File: src/rtl/text_scanout.sv
// Character-mode scanout: pixel coordinate -> text RAM -> font bitmap -> pixel,
// with a blinking underline cursor and syncs delayed to match the pixel path.

package PKGFont;
    localparam int chars     = 81;
    localparam int CHAR_BITS = 7;
    localparam int FONT_BITS = 128;
    typedef logic [CHAR_BITS-1:0] bitsChar;
    typedef logic [FONT_BITS-1:0] bitsFont;
endpackage

module text_scanout #(
    parameter int COLS         = 80,
    parameter int ROWS         = 30,
    parameter int BLINK_FRAMES = 32,
    parameter int ADDR_W       = $clog2(COLS * ROWS)
) (
    input  logic                clk,
    input  logic                rst_n,
    input  logic [9:0]          pixelX,
    input  logic [9:0]          pixelY,
    input  logic                activeIn,
    input  logic                hsyncIn,
    input  logic                vsyncIn,
    input  logic                frameStart,
    output logic [ADDR_W-1:0]   textAddr,
    input  PKGFont::bitsChar    textData,
    output PKGFont::bitsChar    fontChar,
    input  PKGFont::bitsFont    fontBitmap,
    input  logic [6:0]          cursorCol,
    input  logic [4:0]          cursorRow,
    input  logic                cursorEnable,
    output logic                pixelOut,
    output logic                activeOut,
    output logic                hsyncOut,
    output logic                vsyncOut
);

    localparam int FONT_BITS = $bits(PKGFont::bitsFont);
    localparam int IDX_W     = $clog2(FONT_BITS);
    localparam int CNT_W     = (BLINK_FRAMES > 1) ? $clog2(BLINK_FRAMES) : 1;
    localparam logic [CNT_W-1:0] BLINK_LAST = CNT_W'(BLINK_FRAMES - 1);

    logic [6:0]        cell_col;
    logic [5:0]        cell_row;
    logic              in_grid;
    logic [ADDR_W-1:0] cell_addr;

    logic [6:0]        s1_col;
    logic [5:0]        s1_row;
    logic [2:0]        s1_gx;
    logic [3:0]        s1_gy;
    logic              s1_in_grid;
    logic              s1_active;
    logic              s1_hsync;
    logic              s1_vsync;

    logic [2:0]        s2_gx;
    logic [3:0]        s2_gy;
    logic              s2_in_grid;
    logic              s2_active;
    logic              s2_hsync;
    logic              s2_vsync;
    logic              s2_hit;

    logic [CNT_W-1:0]  blink_cnt;
    logic              blink_phase;

    logic              code_valid;
    logic [IDX_W-1:0]  bit_idx;
    logic              glyph_bit;

    always_comb begin
        cell_col  = pixelX[9:3];
        cell_row  = pixelY[9:4];
        in_grid   = activeIn && (int'(cell_col) < COLS) && (int'(cell_row) < ROWS);
        cell_addr = ADDR_W'(cell_row) * ADDR_W'(COLS) + ADDR_W'(cell_col);
    end

    // Out-of-range codes address glyph 0 but are masked to blank below.
    always_comb begin
        code_valid = int'(textData) < PKGFont::chars;
        fontChar   = code_valid ? textData : '0;
        bit_idx    = IDX_W'(FONT_BITS - 1) - IDX_W'({s2_gy, s2_gx});
        glyph_bit  = code_valid && fontBitmap[bit_idx];
    end

    always_ff @(posedge clk) begin
        if (!rst_n) begin
            s1_col     <= '0;
            s1_row     <= '0;
            s1_gx      <= '0;
            s1_gy      <= '0;
            s1_in_grid <= 1'b0;
            s1_active  <= 1'b0;
            s1_hsync   <= 1'b0;
            s1_vsync   <= 1'b0;
            textAddr   <= '0;
        end else begin
            s1_col     <= cell_col;
            s1_row     <= cell_row;
            s1_gx      <= pixelX[2:0];
            s1_gy      <= pixelY[3:0];
            s1_in_grid <= in_grid;
            s1_active  <= activeIn;
            s1_hsync   <= hsyncIn;
            s1_vsync   <= vsyncIn;
            textAddr   <= in_grid ? cell_addr : '0;
        end
    end

    // Cursor hit is gated by in_grid so off-grid cursor coordinates never match.
    always_ff @(posedge clk) begin
        if (!rst_n) begin
            s2_gx      <= '0;
            s2_gy      <= '0;
            s2_in_grid <= 1'b0;
            s2_active  <= 1'b0;
            s2_hsync   <= 1'b0;
            s2_vsync   <= 1'b0;
            s2_hit     <= 1'b0;
        end else begin
            s2_gx      <= s1_gx;
            s2_gy      <= s1_gy;
            s2_in_grid <= s1_in_grid;
            s2_active  <= s1_active;
            s2_hsync   <= s1_hsync;
            s2_vsync   <= s1_vsync;
            s2_hit     <= cursorEnable && blink_phase && s1_in_grid &&
                          (s1_col == cursorCol) && (s1_row == {1'b0, cursorRow}) &&
                          (s1_gy >= 4'd14);
        end
    end

    always_ff @(posedge clk) begin
        if (!rst_n) begin
            pixelOut  <= 1'b0;
            activeOut <= 1'b0;
            hsyncOut  <= 1'b0;
            vsyncOut  <= 1'b0;
        end else begin
            pixelOut  <= s2_in_grid && s2_active && (glyph_bit ^ s2_hit);
            activeOut <= s2_active;
            hsyncOut  <= s2_hsync;
            vsyncOut  <= s2_vsync;
        end
    end

    always_ff @(posedge clk) begin
        if (!rst_n) begin
            blink_cnt   <= '0;
            blink_phase <= 1'b0;
        end else if (frameStart) begin
            if (blink_cnt == BLINK_LAST) begin
                blink_cnt   <= '0;
                blink_phase <= ~blink_phase;
            end else begin
                blink_cnt <= blink_cnt + CNT_W'(1);
            end
        end
    end

endmodule

File: config.mk
export PLATFORM = sky130hd
export DESIGN_NAME = text_scanout
export DESIGN_NICKNAME = d
export VERILOG_FILES = /design/src/rtl/text_scanout.sv
export SDC_FILE = /design/constraint.sdc
export NUM_CORES = 1
export LEC_CHECK = 0
export ABC_AREA = 1
export CELL_PAD_IN_SITES_DETAIL_PLACEMENT = 0
export CELL_PAD_IN_SITES_GLOBAL_PLACEMENT = 1
export CORE_ASPECT_RATIO = 0.8
export CORE_MARGIN = 1
export CORE_UTILIZATION = 23
export CTS_CLUSTER_DIAMETER = 60
export DETAILED_ROUTE_END_ITERATION = 10
export GPL_TIMING_DRIVEN = 0
export PLACE_DENSITY = 0.76
export SYNTH_ARGS = -nofsm -noshare
export SYNTH_HDL_FRONTEND = slang
export SYNTH_SLANG_ARGS = --single-unit
File: constraint.sdc
create_clock -name clk -period 2.2 [get_ports clk]
set_input_delay 0.66 -clock clk [delete_from_list [all_inputs] [get_ports clk]]
set_output_delay 0.66 -clock clk [all_outputs]
set_load 0.005 [all_outputs]
==> results of run 1 <==
repair_timing:
action,CTS,global route
pin swaps,6,10
endpoints found under the setup margin,12,14
buffers inserted,12,3
gates resized for setup,75,21
layer usage:
| layer | track usage, % | wire [um] | up-vias |
|---|---|---|---|
| li1 | - | - | 2277 |
| met1 | 21.85 | 6346 | 1887 |
| met2 | 28.20 | 6267 | 138 |
| met3 | 4.684 | 1186 | 11 |
| met4 | 3.584 | 110 | 0 |
| met5 | 0 | 0 | - |
worst max-delay path: cells and delay by family:
kind	cells	cell delay, ns
and+or+nand+nor	3	0.25
buffers and inverters	4	0.39
AOI/OAI and AO/OA	1	0.18
report_power, final:
| part | internal (uW) | switching [uW] | leakage, uW | total (uW) |
|---|---|---|---|---|
| clock network | 1140 | 480 | 0.000165 | 1620 |
| logic | 480 | 356 | 0.00237 | 837 |
| registers | 1100 | 18.4 | 0.000477 | 1110 |
synth_stat cells, drive strengths merged:
master  count  area (sq um)
buf        24         162.6
fa          2         40.04
inv        82         307.8
nand4       4         25.02
o21ai       9         45.04
nand3b      1         7.510
a21oi      11         55.05
nor4        1         6.260
o221ai      1         8.760
nor3        7         35.03
a22o        1         8.760
a31oi       2         12.51
o22ai       2         12.51
nand2     192         720.7
ha         13         162.7
nor2       31         116.4
nor3b       1         7.510
xnor2       3         26.28
nand3     122         610.6
xor2        4         35.03
a211oi      2         15.01
dfxtp      58          1161
clkbuf      4         15.01
a221oi      2         17.52
flip-flops by register name, indices dropped and copies added (netlist names), 3 cells and up:
name       flops
s1_col         7
textAddr      12
s1_row         6
s2_gx          3
s1_gy          4
s1_gx          3
s2_gy          4
blink_cnt      5
worst paths after layout:
kind                             startpoint          end  slack [ns]
worst max-delay path            textData[2]  fontChar[1]        0.05
worst min-delay path               s1_gx[0]     s2_gx[0]        0.41
worst max register to register     s2_gx[1]     pixelOut        0.29
worst min register to register     s1_gx[0]     s2_gx[0]        0.41
stage by stage:
stage | cell area [sq um] | worst slack (ns) | util, % | TNS, ns
after global placement | 5857 | -0.8716 | 38.62 | -12.44
after CTS | 6322 | 0.001535 | 41.69 | 0
final | 6366 | 0.04915 | 41.98 | 0
after global routing | 6366 | -0.002523 | 41.98 | -0.002523
after detailed placement | 5857 | -0.8648 | 38.62 | -12.39
after floorplan | 3632 | 0.02575 | - | 0
cell families after synthesis:
logic type | Yosys count | synth area share, %
AOI/OAI and AO/OA | 30 | 4.846
xor gates and xnor gates | 7 | 1.696
and+or+nand+nor | 359 | 42.30
adders and majority gates | 15 | 5.608
buffers and inverters | 110 | 13.43
DFF | 58 | 32.12
area by class of cell:
| type | count | area share [%] |
|---|---|---|
| Multi-Input combinational cell | 411 | 32.59 |
| Timing Repair Buffer | 211 | 31.78 |
| Sequential cell | 58 | 18.24 |
| Inverter | 82 | 4.914 |
| Tap cell | 210 | 4.127 |
| Clock buffer | 10 | 3.754 |
| Buffer | 28 | 2.811 |
| Clock inverter | 6 | 1.789 |
==> impl_metrics.env, run 1 <==
export IMPL_gp_congestion=0.8078
export IMPL_coreArea_sq_um=15160
export IMPL_row_count=40
export IMPL_min_period_ns=2.151
export IMPL_synthCells=579
export IMPL_grt_overflow=0
export IMPL_yosys_cell_types_count=28
export IMPL_worst_r2r_path_depth=14
export IMPL_cts_made_buffers=9
export IMPL_worstHoldPathType="reg2reg"
export IMPL_start_util_pct=23.84
export IMPL_fmax_mhz=464.9
export IMPL_io_buffer_count=196
export IMPL_totalWireLength_mm=13.91
export IMPL_tightest_slew_ns=0.5004
export IMPL_route_detailed_drc=0
export IMPL_rsz0062_at_grt="true"
export IMPL_layout_commonest_cell="nand2_1"
export IMPL_layout_common_cells="192 x nand2_1, 176 x clkdlybuf4s50_1, 122 x nand3_1"
export IMPL_insertion_delay_ns=0.33
export IMPL_drive_gt1_share_pct=11.29
export IMPL_path_common_cell="buf_6"
export IMPL_period_share_pct=97.77
export IMPL_holdPathStages=2
export IMPL_ir_worst_vdd_mv=0.4329
export IMPL_cpMaxStageDelayCell="a21oi_2"
export IMPL_grt_max_degree=12
export IMPL_drt_iter0_drc=178
export IMPL_grt_pass1_vias=4181
export IMPL_clkSlewWorstSetupHoldPaths_ns=0.05
export IMPL_dp_cells=985
export IMPL_yosysWarnings=0
export IMPL_cp_required_ns=1.54
export IMPL_timing_slew_headroom_pct=66.64
export IMPL_synthToLayoutAreaGrowth_pct=76.12
export IMPL_antenna_found_initial=0
export IMPL_p_leak_uw=0.003015
export IMPL_diodes=0
export IMPL_hold_viol_final=0
export IMPL_final_cells=1016
export IMPL_netlist_area_sq_um=3615
export IMPL_final_max_slew_violation_count=0
export IMPL_h_tree_depth=3
export IMPL_path_cells="buf_6 > inv_4 > nand4_1 > a21oi_2 > nor2_4 > buf_6 > nor2_2 > buf_2"
export IMPL_crit_path_end_kind="output pin"
export IMPL_yosysSeqAreaShare_pct=32.12
export IMPL_viasPerCell=4.245
export IMPL_run_status="complete, no violations"
export IMPL_slowest_delay_ns=0.18
export IMPL_grtUsageTotal_pct=16.95
export IMPL_hold_ws_ns=0.4090
export IMPL_ys_seq_elements=58
export IMPL_register_area_sq_um=1161
export IMPL_top_level_ports=197
export IMPL_crit_path_start_kind="primary input"
export IMPL_detail_route_first_pass_iterations=4
export IMPL_crit_arrival_ns=1.49
export IMPL_power_total_uw=3567
export IMPL_fill_cells=1581
export IMPL_routedWlPerCell_um=13.69
export IMPL_cts_sinks=58
export IMPL_fp_dieH_um=114.1
export IMPL_cts_tree="done"
export IMPL_ant_nets=0
export IMPL_cts_root_buf="clkbuf_16"
export IMPL_p_per_area_nw_per_um2=560.3
export IMPL_maxCapViolCount=0
export IMPL_holdBufCountCts=0
export IMPL_dp_hpwl_mm=10.72
export IMPL_multi_input_area_sq_um=2074
export IMPL_finalSetupViolations=0
export IMPL_syn_nets=768
export IMPL_critPathKind="in2out"
export IMPL_grt_pass1_wl_mm=21.13
export IMPL_worst_path_max_fanout=4
export IMPL_clockBufferDepth=2
export IMPL_num_vias=4313
export IMPL_clock_skew_ns=0.007291
export IMPL_avgSynthCellArea_sq_um=6.243
export IMPL_die_w_um=142.2
export IMPL_die_area_sq_um=16220
export IMPL_final_nets=990
Power figures use the tool's default switching activity.
==> inputs of run 2 (changes only) <==
Settings changed: CORE_UTILIZATION 23 to 26, PLACE_DENSITY 0.76 to 0.81.
Clock period 2.2 ns to 2.1 ns, I/O delays scaled along.
==> run 2 against run 1 <==
Net effect: critical path depth fell by 2; first-iteration DRC count rose by 27%; die area fell by 11%; clock power is 15% lower; wire length down 1.5%; worst hold slack gained 0.0017 ns; combinational power is 7.3% higher; sequential share of layout area rose by 0.17 points; core utilization rose by 4.6 points; critical endpoint is now fontChar[0].
==> impl_metrics.env, run 2 (same netlist as run 1, synthesis figures left out) <==
export IMPL_fp_dieH_um=107.5
export IMPL_final_nets=987
export IMPL_clockBufferDepth=2
export IMPL_fill_cells=1333
export IMPL_rr_endpoint="pixelOut"
export IMPL_gp_congestion=0.8341
export IMPL_critPathKind="in2out"
export IMPL_grt_overflow=0
export IMPL_register_area_sq_um=1161
export IMPL_totalWireLength_mm=13.70
export IMPL_final_max_slew_violation_count=0
export IMPL_post_place_ws_ns=-1.014
export IMPL_crit_path_end_kind="output pin"
export IMPL_grt_pass1_wl_mm=21.87
export IMPL_finalSetupViolations=0
export IMPL_route_detailed_drc=0
export IMPL_design_area_sq_um=6309
export IMPL_die_area_sq_um=14380
export IMPL_multi_input_area_sq_um=2127
export IMPL_path_cells="dlygate4sd2_1 > a21oi_2 > nor2_4 > buf_6 > nor2_1 > buf_2"
export IMPL_detail_route_first_pass_iterations=5
export IMPL_maxCapViolCount=0
export IMPL_synthToLayoutAreaGrowth_pct=74.52
export IMPL_drt_iter0_drc=226
export IMPL_cts_made_buffers=9
export IMPL_cpMaxStageDelayCell="dlygate4sd2_1"
export IMPL_layout_common_cells="192 x nand2_1, 175 x clkdlybuf4s50_1, 122 x nand3_1"
export IMPL_ant_nets=0
export IMPL_drive_gt1_share_pct=11.46
export IMPL_largest_reg_flops=12
export IMPL_dpl_instance_area_sq_um=5832
export IMPL_worst_r2r_startpoint="s2_gx[1]"
export IMPL_crit_start="textData[4]"
export IMPL_slowest_delay_ns=0.26
export IMPL_layout_commonest_cell="nand2_1"
export IMPL_routedWlPerCell_um=13.94
export IMPL_antenna_found_initial=0
export IMPL_rrSetupSlack_ns=0.22
export IMPL_diodes=0
export IMPL_timing_slew_headroom_pct=67.84
export IMPL_io_buffer_count=196
export IMPL_tightest_slew_ns=0.4824
export IMPL_fin_ws_ns=0.0006051
export IMPL_endpoint="fontChar[0]"
export IMPL_hold_viol_final=0
export IMPL_start_util_pct=26.68
export IMPL_crit_path_start_kind="primary input"
export IMPL_worst_path_max_fanout=4
export IMPL_viasPerCell=4.448
export IMPL_die_w_um=133.8
export IMPL_min_period_ns=2.099
export IMPL_worstHoldPathType="reg2reg"
export IMPL_ir_worst_vdd_mv=0.3992
export IMPL_crit_arrival_ns=1.47
export IMPL_num_vias=4372
export IMPL_h_tree_depth=3
export IMPL_rsz0062_at_grt="true"
export IMPL_cts_tree="done"
export IMPL_fmax_mhz=476.3
export IMPL_largestRegisters="textAddr (12), s1_col (7), s1_row (6)"
export IMPL_cts_root_buf="clkbuf_16"
export IMPL_top_register="textAddr"
export IMPL_run_status="complete, no violations"
export IMPL_coreArea_sq_um=13550
export IMPL_row_count=38
export IMPL_top_level_ports=197
export IMPL_grtUsageTotal_pct=19.28
export IMPL_cp_required_ns=1.47
export IMPL_clkSlewWorstSetupHoldPaths_ns=0.05
export IMPL_p_per_area_nw_per_um2=545.6
export IMPL_insertion_delay_ns=0.32
export IMPL_grt_pass1_vias=4392
export IMPL_clock_skew_ns=0.003855
export IMPL_period_share_pct=99.97
export IMPL_worst_r2r_path_depth=14
export IMPL_p_leak_uw=0.002996
export IMPL_grt_max_degree=11
export IMPL_dp_hpwl_mm=10.78
export IMPL_cts_sinks=58
run 2: cell count changes in the layout (fill, tap and decap cells not counted), moves of 3 or more:
cell,previous run,this run
buf_4,19,15
ha_4,4,7
nor2_4,1,4
clkinv_2,0,4
run 2: layer usage:
metal	vias to the layer above	global-route usage, %	share of wire [%]
li1	2272	-	-
met5	-	0	0
met3	7	3.955	6.2
met4	0	3.571	0.60
met2	129	32.94	47
met1	1964	25.08	46
run 2: report_power, final:
part	internal (uW)	switching, uW	leakage, uW	total (uW)
clock	907	470	0.000142	1380
combinational	513	385	0.00238	898
sequential	1150	18.6	0.000477	1170
total	2570	874	0.00300	3440
run 2: area by class of cell:
type                            count  area share, %
Timing Repair Buffer              208          31.97
Sequential cell                    58          18.41
Clock buffer                       10          3.630
Clock inverter                      6         0.9123
Multi-Input combinational cell    411          33.72
Tap cell                          180          3.570
Inverter                           82          4.958
Buffer                             28          2.836
run 2: through the flow:
stage	cells	power [uW]	utilization, %	hold WS, ns	setup TNS (ns)
after floorplan	579	1539	-	0.3864	-0.02787
after global placement	955	2008	43.04	0.3964	-13.43
after CTS	979	3455	46.17	0.4128	-0.03921
after global routing	983	3642	46.56	0.4302	-0.2725
final	983	3442	46.56	0.4107	0
after detailed placement	955	2020	43.04	0.4004	-14.11
run 2: worst max-delay path: cells and delay by family:
family | cells | cell delay [ns]
AO/OA/AOI/OAI | 1 | 0.19
AND/OR/NAND/NOR | 2 | 0.14
buffers and inverters | 3 | 0.50
run 2: how the worst min path moves through the flow:
| stage | startpoint | to | slack, ns | cells after the start |
|---|---|---|---|---|
| after floorplan | s1_gy[0] | s2_gy[0] | 0.39 | 2 |
| after global placement | s1_hsync | s2_hsync | 0.40 | 2 |
| after detailed placement | s1_hsync | s2_hsync | 0.40 | 2 |
| after CTS | s1_hsync | s2_hsync | 0.41 | 2 |
| after global routing | s1_gy[0] | s2_gy[0] | 0.43 | 2 |
| final | s1_gy[0] | s2_gy[0] | 0.41 | 2 |
run 2: repair_timing:
action                     4_1_cts  5_1_grt
setup buffers                    8        4
pin swaps                        8       14
hold buffers                     0        0
setup endpoints to repair       13       14
resized for setup               82       21
